$ cat config.mk
export PLATFORM = sky130hd
export DESIGN_NAME = irq_edge_capture
export DESIGN_NICKNAME = d
export VERILOG_FILES = /design/src/rtl/irq_edge_capture.sv
export SDC_FILE = /design/constraint.sdc
export NUM_CORES = 1
export LEC_CHECK = 0
export ABC_AREA = 1
export CAP_MARGIN = 20
export CORE_ASPECT_RATIO = 1.1
export CORE_MARGIN = 1.5
export CORE_UTILIZATION = 45
export CTS_BUF_LIST = sky130_fd_sc_hd__clkbuf_8
export CTS_CLUSTER_SIZE = 12
export DETAILED_ROUTE_END_ITERATION = 6
export PLACE_DENSITY = 0.81
export RECOVER_POWER = 100
export SLEW_MARGIN = 10
export SYNTH_ARGS = -nofsm -noshare
export SYNTH_HDL_FRONTEND = slang
export SYNTH_SLANG_ARGS = --single-unit
$ cat constraint.sdc
create_clock -name C -period 3.9 [get_ports C]
set_input_delay 0.39 -clock C [delete_from_list [all_inputs] [get_ports C]]
set_output_delay 0.39 -clock C [all_outputs]
set_load 0.005 [all_outputs]
$ cat src/rtl/irq_edge_capture.sv
// Interrupt front-end for KCPSM3: synchronises async lines, latches rising edges
// as pending flags, exposes mask/status/clear/raw on the I/O bus and runs the handshake.
module irq_edge_capture #(
  parameter int unsigned WIDTH       = 8,
  parameter int unsigned SYNC_STAGES = 2,
  parameter logic [7:0]  STATUS_ADDR = 8'h10,
  parameter logic [7:0]  MASK_ADDR   = 8'h11,
  parameter logic [7:0]  CLEAR_ADDR  = 8'h12,
  parameter logic [7:0]  RAW_ADDR    = 8'h13
) (
  input  logic             C,
  input  logic             CLR,
  input  logic [WIDTH-1:0] din,
  input  logic [7:0]       port_id,
  input  logic             write_strobe,
  input  logic             read_strobe,
  input  logic [7:0]       out_port,
  output logic [7:0]       in_port,
  output logic             interrupt,
  input  logic             interrupt_ack
);

  localparam int unsigned BUS_W = 8;

  typedef enum logic [1:0] {
    IDLE    = 2'd0,
    REQ     = 2'd1,
    SERVICE = 2'd2
  } state_t;

  logic [WIDTH-1:0] sync_q [SYNC_STAGES];
  logic [WIDTH-1:0] s;
  logic [WIDTH-1:0] prev;
  logic [WIDTH-1:0] edge_det;
  logic [WIDTH-1:0] pending;
  logic [WIDTH-1:0] mask;
  logic [WIDTH-1:0] clr_mask;
  logic [BUS_W-1:0] rd_data;
  logic             wr_clear;
  logic             wr_mask;
  logic             req;
  logic             irq_next;
  state_t           state;
  state_t           next_state;

  // Reads are non-destructive, so the read qualifier carries no function here.
  logic unused_ok;
  assign unused_ok = ^{read_strobe, out_port};

  // Metastability chain; only the last stage is ever consumed.
  always_ff @(posedge C or posedge CLR) begin
    if (CLR) begin
      for (int unsigned i = 0; i < SYNC_STAGES; i++) begin
        sync_q[i] <= '0;
      end
    end else begin
      sync_q[0] <= din;
      for (int unsigned i = 1; i < SYNC_STAGES; i++) begin
        sync_q[i] <= sync_q[i-1];
      end
    end
  end

  assign s        = sync_q[SYNC_STAGES-1];
  assign edge_det = s & ~prev;
  assign wr_clear = write_strobe && (port_id == CLEAR_ADDR);
  assign wr_mask  = write_strobe && (port_id == MASK_ADDR);
  assign clr_mask = wr_clear ? out_port[WIDTH-1:0] : '0;
  assign req      = |(pending & mask);

  always_comb begin
    rd_data = '0;
    if (port_id == STATUS_ADDR) begin
      rd_data = BUS_W'(pending);
    end else if (port_id == MASK_ADDR) begin
      rd_data = BUS_W'(mask);
    end else if (port_id == RAW_ADDR) begin
      rd_data = BUS_W'(s);
    end
  end

  // A new edge beats a same-cycle clear so no event is ever dropped.
  always_ff @(posedge C or posedge CLR) begin
    if (CLR) begin
      prev    <= '0;
      pending <= '0;
      mask    <= '0;
      in_port <= '0;
    end else begin
      prev    <= s;
      pending <= (pending & ~clr_mask) | edge_det;
      if (wr_mask) begin
        mask <= out_port[WIDTH-1:0];
      end
      in_port <= rd_data;
    end
  end

  always_ff @(posedge C or posedge CLR) begin
    if (CLR) begin
      state     <= IDLE;
      interrupt <= 1'b0;
    end else begin
      state     <= next_state;
      interrupt <= irq_next;
    end
  end

  // SERVICE waits for software to touch clear/mask before a re-raise is allowed.
  always_comb begin
    next_state = state;
    irq_next   = 1'b0;
    case (state)
      IDLE: begin
        if (req) begin
          next_state = REQ;
        end
      end
      REQ: begin
        if (interrupt_ack) begin
          next_state = SERVICE;
        end else if (!req) begin
          next_state = IDLE;
        end
      end
      SERVICE: begin
        if (wr_clear || wr_mask || !req) begin
          next_state = IDLE;
        end
      end
      default: begin
        next_state = IDLE;
      end
    endcase
    irq_next = (next_state == REQ);
  end

endmodule

==> impl_metrics.csv <==
group,metric,value,unit
die,start_util,46.71,%
clock_tree,numClockSinks,51,
logic_synthesis,synth_top_area_share,64.23,%
routing,ant_nets,0,
routing,num_vias,1424,
pwr,p_total,0.9654,mW
sta,maxSlewViolCount,0,
logic_synthesis,yosysUniqueCellTypes,16,
routing,dr.pass1.iters,4,
die,dieHeight,72.69,um
worst_setup_path,cp_slowest_stage_delay,670,ps
logic_synthesis,syn-cell-area,1987,um^2
logic_synthesis,ys_seq_area_share,64.23,%
logic_synthesis,synth_most_common_cell,"dfrtp_1",
run_status,outcome,"completed",
logic_synthesis,synth_common_cells,"dfrtp_1, nand2_1, inv_1, nor2_1, nand3_1",
final_layout,drive_gt1_share,4.959,%
worst_setup_path,cp_cell_sequence,"dlygate4sd3_1 -> nand2_1 -> nor2_1 -> nand3_1 -> o21ai_0",
logic_synthesis,syn_nets,228,
clock_tree,root_buffer,"clkbuf_8",
routing,wl_per_cell,11.55,um
logic_synthesis,yosys_warnings,0,
die,fp.dieArea,4823,um^2
die,io_pins,38,
placed_design,place_inst,287,
pwr,p_seq_share,58.8,%
sta,tns,0,ps
flow_run,maxCapViolCount,0,
worst_setup_path,critPathMaxFanout,17,
pwr,pwr-share-clk,32.9,%
logic_synthesis,synth_enable_flop_cells,0,
pwr,power.switching,0.2114,mW
worst_setup_path,rr_endpoint,"state[1]$_DFF_PP0_",
sta,min_period,2481,ps
clock_tree,ctsResizeCount,0,
clock_tree,cts_buffers,5,
logic_synthesis,syn-instance-count,199,
pwr,powerDensity,391.0,nW/um^2
sta,timing.slew.headroom,53.10,%
die,fp-row-count,25,
clock_tree,post_cts_buffers,0,
placed_design,io_buffers,36,
die,core,4254,um^2
pwr,internal_power,0.7539,mW
final_layout,area_growth_syn_to_layout,24.24,%
placed_design,post-dp-hpwl,2413,um
routing,wirelength,3418,um
routing,via_per_inst,4.811,
hold_path,hold_path_class,"flip-flop to flip-flop",
global_routing,antenna_found_initial,0,
routing,drtIter0Drc,87,
worst_setup_path,critPathArrivalTime,2680,ps
final_layout,fill_cells,392,
worst_setup_path,worstSetupPathType,"primary input to flip-flop",
clock_tree,insertion_delay,300,ps
global_routing,grt_pass1_wl,5802,um
pwr,ir_drop,233.5,uV
logic_synthesis,synth_area_per_cell,9.984,um^2
final_layout,multiInputGateArea,543.0,um^2
worst_setup_path,crit_path_top_delay_cell,"nand3_1",
final_layout,num_antenna_cells,0,
placed_design,gp_congestion,0.8157,
worst_setup_path,critPathTopFamily,"simple AND/OR/NAND/NOR gates",
worst_setup_path,crit_start,"port_id[0]",
hold_path,whs_path_depth,0,
logic_synthesis,ys_seq_elements,51,
logic_synthesis,ys_top_cells_by_area,"dfrtp_1, nand2_1, inv_1",
sta,period_share,63.61,%
worst_setup_path,cp.required,4100,ps
clock_tree,ctsLongestPathBuffers,2,
clock_tree,cts_tree,"built",
sta,hold_viol,0,
pwr,switching_share,21.90,%
worst_setup_path,rr_worst_depth,8,
global_routing,grt_pass1_vias,1309,
pwr,leakagePower,1.246,nW
sta,tightest_slew,700.9,ps
sta,final-setup-viol-count,0,
worst_setup_path,start_kind,"primary input",
sta,fin_worst_skew,7.029,ps
global_routing,track_usage,16.34,%
sta,rsz0062_at_grt,"false",
logic_synthesis,async_flop_share,100.0,%
worst_setup_path,reg2reg_from,"pending[7]$_DFF_PP0_",
worst_setup_path,crit_buf_inv,1,
worst_setup_path,regToRegSetupSlack,2890,ps
worst_setup_path,crit_path_end_kind,"flip-flop",
die,die_w,66.36,um
pwr,comb_power_share,8.3,%
routing,drc,0,
logic_synthesis,synth_largest_area_cell,"dfrtp_1",
final_layout,seqCellArea,1276,um^2
logic_synthesis,ys.flop_type,"dfrtp_1",
sta,timing.fmax,403.1,MHz
clock_tree,clk_pin_slew,80,ps
clock_tree,cts_max_level,2,
clock_tree,cts_hold_buf,0,
final_layout,utilization,58.03,%
worst_setup_path,crit_cells,5,
final_layout,stdcell_count,296,
worst_setup_path,cp-endpoint,"mask[6]$_DFFE_PP0P_",
global_routing,grt_max_degree,52,
final_layout,fin_nets,270,
global_routing,overflow,0,
==> worst register-to-register path, stage by stage, from the launching register on <==
cell and delay (ps):
dfrtp_1 410, nand2_1 80, nand2_1 50, nor2_1 100
nand2_1 80, nand2_1 60, nor2_1 40, nand2_1 50
nand2_1 50
==> layer usage <==
metal	up-vias	track usage (%)	routed length [um]
li1	707	-	-
met1	667	21.35	1550
met2	42	24.22	1561
met3	8	5.556	237
met4	0	8.390	70
met5	-	0	0
==> state kept, by name, indices dropped and copies added (netlist names) <==
| name | cells |
|---|---|
| pending | 8 |
| in_port | 8 |
| mask | 8 |
| s | 8 |
| prev | 8 |
| sync_q | 8 |
| interrupt | 1 |
| state | 2 |
==> power groups by stage <==
stage	Sequential, mW	Combinational (mW)	Clock [mW]
after CTS	0.568	0.0866	0.329
after detailed placement	0.579	0.0863	0
after global placement	0.577	0.0848	0
final	0.568	0.0802	0.317
after global routing	0.572	0.0921	0.353
after floorplan	0.575	0.0429	0
==> per-stage QoR <==
step	worst slack, ps	hold WS, ps	instance area [um^2]
2_1_floorplan	2280	331.2	1987
3_3_place_gp	1916	331.2	2396
3_5_place_dp	1889	336.4	2396
4_1_cts	2211	356.0	2496
5_1_grt	1237	363.1	2469
6_report	1419	353.0	2469
==> worst min-delay path by stage <==
stage	startpoint	endpoint
after floorplan	sync_q[8]$_DFF_PP0_	s[0]$_DFF_PP0_
after global placement	sync_q[8]$_DFF_PP0_	s[0]$_DFF_PP0_
after detailed placement	sync_q[14]$_DFF_PP0_	s[6]$_DFF_PP0_
after CTS	sync_q[14]$_DFF_PP0_	s[6]$_DFF_PP0_
after global routing	sync_q[11]$_DFF_PP0_	s[3]$_DFF_PP0_
final	sync_q[14]$_DFF_PP0_	s[6]$_DFF_PP0_
==> layout make-up <==
type / count / share of cell area, %
well taps: 54 / 2.737
repair buffers: 37 / 15.41
inverters: 27 / 4.105
clock inverters: 1 / 0.1521
flip-flops and latches: 51 / 51.70
clock buffers: 7 / 3.903
multi-input cells: 119 / 22.00
==> cell families (layout without fill, tap and decap cells) <==
group,Yosys count,count (layout),synth area share (%)
buf+inv,29,72,6.046
compound gates,26,26,8.312
flops,51,51,64.23
simple gates,93,93,21.41
==> cell usage in the layout, fill, tap and decap left out <==
| cell type | count |
|---|---|
| nand2_1 | 40 |
| nand3_2 | 1 |
| a211oi_1 | 2 |
| clkdlybuf4s50_1 | 16 |
| buf_12 | 1 |
| nor3_1 | 2 |
| nor2_1 | 28 |
| dfrtp_1 | 51 |
| dlygate4sd3_1 | 20 |
| nand3_1 | 21 |
| o21ai_2 | 2 |
| o21ai_1 | 1 |
| nor2_8 | 1 |
| inv_1 | 28 |
| clkbuf_8 | 7 |
| o21ai_0 | 21 |
No activity file was read; power rests on OpenSTA's default activity.
